File: config.mk
export PLATFORM = sky130hd
export DESIGN_NAME = parity_serializer
export DESIGN_NICKNAME = d
export VERILOG_FILES = /design/src/rtl/parity_pkg.sv /design/src/rtl/parity_serializer.sv
export SDC_FILE = /design/constraint.sdc
export NUM_CORES = 1
export LEC_CHECK = 0
export ABC_AREA = 1
export BUFFER_PORTS_ARGS = -buffer_cell sky130_fd_sc_hd__buf_2
export CORE_MARGIN = 8
export CORE_UTILIZATION = 40
export CTS_BUF_LIST = sky130_fd_sc_hd__clkbuf_16
export CTS_CLUSTER_SIZE = 28
export DETAILED_ROUTE_END_ITERATION = 12
export SYNTH_ARGS = -nofsm -noshare
export SYNTH_HDL_FRONTEND = slang
export SYNTH_SLANG_ARGS = --single-unit
File: constraint.sdc
create_clock -name c -period 3.38 [get_ports c]
set_input_delay 0.507 -clock c [delete_from_list [all_inputs] [get_ports c]]
set_output_delay 0.507 -clock c [all_outputs]
set_load 0.1 [all_outputs]
File: src/rtl/parity_pkg.sv
// Encoding shared by the serializer and the downstream parity checker so both
// stages agree on the state values and the parity-mode polarity.
package parity_pkg;

  typedef enum logic [1:0] {
    S_IDLE = 2'b00,
    S_DATA = 2'b01,
    S_PAR  = 2'b10
  } state_t;

  localparam bit PAR_EVEN = 1'b0;
  localparam bit PAR_ODD  = 1'b1;

endpackage

File: src/rtl/parity_serializer.sv
// Parallel-to-serial framer: shifts a WIDTH-bit word out LSB-first, then appends
// a parity bit so every WIDTH+1 bit frame has even (ODD=0) or odd (ODD=1) parity.
module parity_serializer
  import parity_pkg::*;
#(
  parameter int WIDTH = 8,
  parameter bit ODD   = PAR_EVEN
) (
  input  logic             c,
  input  logic             r,
  input  logic [WIDTH-1:0] din,
  input  logic             load,
  output logic             ready,
  output logic             so,
  output logic             sv,
  output logic             last
);

  localparam int            CW       = $clog2(WIDTH);
  localparam logic [CW-1:0] CNT_LAST = CW'(WIDTH - 1);

  state_t           state, state_n;
  logic [WIDTH-1:0] sh, sh_n;
  logic [CW-1:0]    cnt, cnt_n;
  logic             p, p_n;
  logic             so_n, sv_n, last_n;
  logic             accept;

  // Ready in the parity cycle is what makes back-to-back frames gapless.
  assign ready  = !r && (state == S_IDLE || state == S_PAR);
  assign accept = load && ready;

  always_comb begin
    state_n = S_IDLE;
    sh_n    = sh;
    cnt_n   = cnt;
    p_n     = p;
    so_n    = 1'b0;
    sv_n    = 1'b0;
    last_n  = 1'b0;
    case (state)
      S_IDLE, S_PAR: begin
        if (accept) begin
          state_n = S_DATA;
          sh_n    = din >> 1;
          cnt_n   = '0;
          p_n     = (^din) ^ ODD;
          so_n    = din[0];
          sv_n    = 1'b1;
        end
      end
      S_DATA: begin
        sv_n = 1'b1;
        // cnt counts bits already driven; bit 0 went out on the accept edge
        if (cnt == CNT_LAST) begin
          state_n = S_PAR;
          so_n    = p;
          last_n  = 1'b1;
        end else begin
          state_n = S_DATA;
          so_n    = sh[0];
          sh_n    = sh >> 1;
          cnt_n   = cnt + 1'b1;
        end
      end
      default: ;
    endcase
  end

  always_ff @(posedge c) begin
    if (r) begin
      state <= S_IDLE;
      sh    <= '0;
      cnt   <= '0;
      p     <= 1'b0;
      so    <= 1'b0;
      sv    <= 1'b0;
      last  <= 1'b0;
    end else begin
      state <= state_n;
      sh    <= sh_n;
      cnt   <= cnt_n;
      p     <= p_n;
      so    <= so_n;
      sv    <= sv_n;
      last  <= last_n;
    end
  end

endmodule
### After elaboration in Yosys (flattened, before gate mapping)

Cells that the tools add are included.

| storage, ports and cells | value |
|---|---|
| output and inout port bits | 4 |
| flip-flop bits (word level) | 17 |

| cells by class | value |
|---|---|
| reduce and logical (&&, ||, !) cells | 11 |
| $add $sub $neg | 1 |
| equality and inequality tests | 5 |
| mux-type cells | 15 |
| bitwise gates (word level) | 1 |

Operators with widths:

| kind | number |
|---|---|
| $mux 8 | 2 |
| $pmux 8 s2 | 1 |
| $reduce_xor 8->1 | 1 |
| $mux 3 | 2 |
| $pmux 3 s2 | 1 |
| $mux 1 | 5 |
| $ne 2x2->1 const B | 2 |
| $pmux 1 s2 | 2 |
| $pmux 2 s2 | 1 |
| $reduce_or 2->1 | 2 |
| $add 3x1->3 const B | 1 |
| $eq 3x3->1 const B | 1 |
| $reduce_and 3->1 | 1 |
| $eq 2x1->1 const B | 1 |
| $eq 2x2->1 const B | 1 |
| $logic_and 1x1->1 | 2 |
| $logic_not 2->1 | 1 |
| $mux 2 | 1 |
| $reduce_and 2->1 | 1 |
| $reduce_bool 2->1 | 1 |
| $logic_not 1->1 | 1 |
| $logic_or 1x1->1 | 1 |
| $not 1->1 | 1 |

### Logic depth before layout (Yosys ltp)

| logic depth | value |
|---|---|
| depth in word-level cells | 6 |
| mapped depth | 9 |
| gate-level depth less buffers | 9 |

### Least setup slack after synthesis

OpenSTA, ideal clock, no wires.

| timing | value |
|---|---|
| path kind | in2reg |
| start | input port r |
| end | register sh[1] |
| cell stages on the path | 7 |
| setup slack | 1.615 ns |
| setup time | 0.079 ns |
| arrival | 1.685 ns |
| path buffers | 2 |
| required time | 3.301 ns |
| cells stage by stage | buf_6 -> nor2_4 -> nand2_4 -> inv_4 -> nor2_8 -> buf_12 -> a211oi_2 |

| on the way | value |
|---|---|
| longest elaborated chain between the ends | 5 |

Ends and longest elaborated chain:

| item | line | source |
|---|---|---|
| from (decl) | parity_serializer.sv:10 | `input logic r,` |
| $logic_not 1->1 | parity_serializer.sv:30 | `assign ready = !r && (state == S_IDLE \|\| state == S_PAR);` |
| $logic_and 1x1->1 | parity_serializer.sv:30 |  |
| via ready | parity_serializer.sv:13 | `output logic ready,` |
| $logic_and 1x1->1 | parity_serializer.sv:31 | `assign accept = load && ready;` |
| $ne 2x2->1 (no source line) | -- |  |
| $reduce_and 3->1 (no source line) | -- |  |
| to (signal assigned) | parity_serializer.sv:81 | `sh <= sh_n;` |
| to (decl) | parity_serializer.sv:23 | `logic [WIDTH-1:0] sh, sh_n;` |

The timed path passes the listed nets, and every way through them passes these cells.
A chain may end at the register's enable or synchronous reset.

### Final worst setup path

| timing | value |
|---|---|
| start | input port r |
| end | output port ready |

| on the way | value |
|---|---|
| longest elaborated chain between the ends | 2 |

Ends and longest elaborated chain:

| item | line |
|---|---|
| $logic_not 1->1 | parity_serializer.sv:30 |
| $logic_and 1x1->1 | parity_serializer.sv:30 |
| to (decl) | parity_serializer.sv:13 |

Every way passes these cells.

==> flow_summary.json <==
{
  "status": "finished clean",
  "ys_ff_latch": 16,
  "hold_viol_final": 0,
  "fmax_mhz": 540,
  "yosysTopAreaCellShare_pct": 33.4,
  "final_util_pct": 49.0,
  "placed_cell_area_sq_mm": 0.00102,
  "root_buffer": "clkbuf_16",
  "dp.final_hpwl_um": 1350,
  "grt_antenna_before_repair": 0,
  "postSynthCellCount": 131,
  "grt_usage_pct": 9.26,
  "crit_required_ps": 2870,
  "ir_worst_vdd_mv": 0.297,
  "p_comb_share_pct": 19.4,
  "multi_input_area_sq_um": 513,
  "seqPwrFrac_pct": 38.2,
  "end_kind": "primary output",
  "grt_overflow": 0,
  "p_leak_nw": 0.543,
  "die_area_sq_mm": 0.00422,
  "regArea_sq_um": 320,
  "tightestPinTransition_ps": 490,
  "min_period_ps": 1850,
  "cp.arrival_ps": 1350,
  "cts_sinks": 16,
  "wl_per_cell_um": 10.1,
  "viasPerCell": 4.57,
  "synth_edf_count": 0,
  "areaGrowthSynthToFinish_pct": 14.2,
  "nets": 159,
  "swShare_pct": 27.6,
  "grt_pass1_vias": 797,
  "cts_tree": "yes",
  "yosys_most_used_dff": "dfxtp_1",
  "switchingPower_uw": 148,
  "startpoint_type": "input port",
  "cts.repair.resized": 0,
  "max_slew_margin_pct": 67.6,
  "postRouteAntennaNets": 0,
  "layout_common_cells": "nand2_1, inv_1, dfxtp_1",
  "gp_congestion": 0.688,
  "die_height_um": 65.0,
  "rsz0062_at_grt": "false",
  "dr.pass1.iters": 4,
  "yosysSeqAreaShare_pct": 33.4,
  "die_x_um": 65.0,
  "final_cell_area_sq_mm": 0.00109,
  "n_antenna_cell": 0,
  "final_common_cell": "nand2_1",
  "report.final.slew_viol_count": 0,
  "cts_buffers": 3,
  "io_pins": 15,
  "placementRows": 17,
  "critPathKind": "input port to primary output",
  "drive_above_1_share_pct": 24.8,
  "synthTopCellsByArea": "dfxtp_1, nand2_1, inv_1, a211oi_2, nor2_8",
  "grt_max_degree": 19,
  "synthArstFlopShare_pct": 0,
  "fillCellCount": 233,
  "synth_warnings": 0,
  "synth_nets": 144,
  "worstPathMaxFanout": 17,
  "core_sq_mm": 0.00223,
  "drtIter0Drc": 53,
  "intPower_uw": 389,
  "portBuffers": 14,
  "grt_first_pass_wirelength_um": 3210,
  "wl_um": 1740,
  "cts_hold_buf": 0,
  "cts_buffer_depth": 2,
  "finClkSkew_ps": 1.54,
  "synth_cell_type_count": 20,
  "clk_latency_ps": 240,
  "htreeDepth": 1,
  "period_share_pct": 54.8,
  "power_frac_clock_pct": 42.4,
  "netlist_area_sq_um": 958,
  "powerDensity_mw_per_mm2": 491,
  "synth_top_cell_by_area": "dfxtp_1",
  "postCtsSetupRepairBufs": 0,
  "drc": 0,
  "route.vias.total": 790,
  "hold_path.class": "flip-flop to flip-flop",
  "tns_ps": 0,
  "clk_pin_slew_ps": 50,
  "start_util_pct": 42.9,
  "syn-mean-instance-area_sq_um": 7.32,
  "setup_viol": 0,
  "drv_cap": 0
}
==> flip-flops by register name, indices dropped and copies added, names as in the netlist <==
signal and cells:
state 2, last 1, sh 7, cnt 3
sv 1, so 1, p 1
==> critical path, stage by stage <==
cell    delay [ps]
buf_2          230
nor2_4         160
buf_2          440
==> path summary, 6_finish.rpt <==
path,start,end,slack [ps],cells past startpoint
setup reg to reg,cnt[0]$_SDFFE_PP0P_,cnt[1]$_SDFFE_PP0P_,1820,7
hold reg to reg,sh[6]$_SDFFE_PP0P_,sh[6]$_SDFFE_PP0P_,460,2
setup / recovery,r,ready,1530,3
hold / removal,sh[6]$_SDFFE_PP0P_,sh[6]$_SDFFE_PP0P_,460,2
==> Yosys cell counts, types with 3 or more instances <==
library cell and n:
nand2_2 4, nand3_1 3, o21ai_0 7, a21oi_1 3, nand2_1 45, a211oi_2 5
nor2_1 9, inv_1 19, nor3_1 3, a21oi_2 4, dfxtp_1 16
==> per-stage QoR <==
step / setup slack (ps) / instances / power (mW) / hold WS, ps
after global routing: 1480 / 173 / 0.566 / 474
after CTS: 1520 / 173 / 0.546 / 462
after detailed placement: 1520 / 169 / 0.315 / 453
final: 1530 / 173 / 0.538 / 462
after floorplan: 1620 / 131 / 0.300 / 444
after global placement: 1530 / 169 / 0.312 / 451
==> layout make-up <==
cell class / instances / share of cell area (%)
well taps: 28 / 3.20
multi-input cells: 91 / 46.9
inverters: 20 / 7.09
flip-flops and latches: 16 / 29.3
clock inverters: 1 / 0.343
clock buffers: 3 / 6.86
repair buffers: 14 / 6.40
==> routing by layer <==
metal / up-vias / GRT usage (%) / part of all wire, %
met3: 0 / 2.75 / 4.1
met5: - / 0 / 0
met2: 10 / 15.9 / 45
li1: 430 / - / -
met1: 350 / 10.2 / 50
met4: 0 / 4.36 / 0
==> cell families (layout without fill, tap and decap cells) <==
kind of cell | count (synthesis) | after routing | synth area share (%)
fa+ha+maj | 2 | 2 | 2.61
compound gates | 19 | 19 | 15.4
simple gates | 69 | 69 | 34.6
buf+inv | 24 | 38 | 13.1
flops | 16 | 16 | 33.4
xor+xnor | 1 | 1 | 0.914
==> power by group through the flow <==
stage	combinational, mW	clock (mW)	sequential [mW]
after global routing	0.117	0.243	0.206
after detailed placement	0.105	0	0.209
after floorplan	0.0803	0	0.220
after global placement	0.103	0	0.209
after CTS	0.106	0.235	0.205
final	0.104	0.228	0.205
Power figures use the tool's default switching activity.
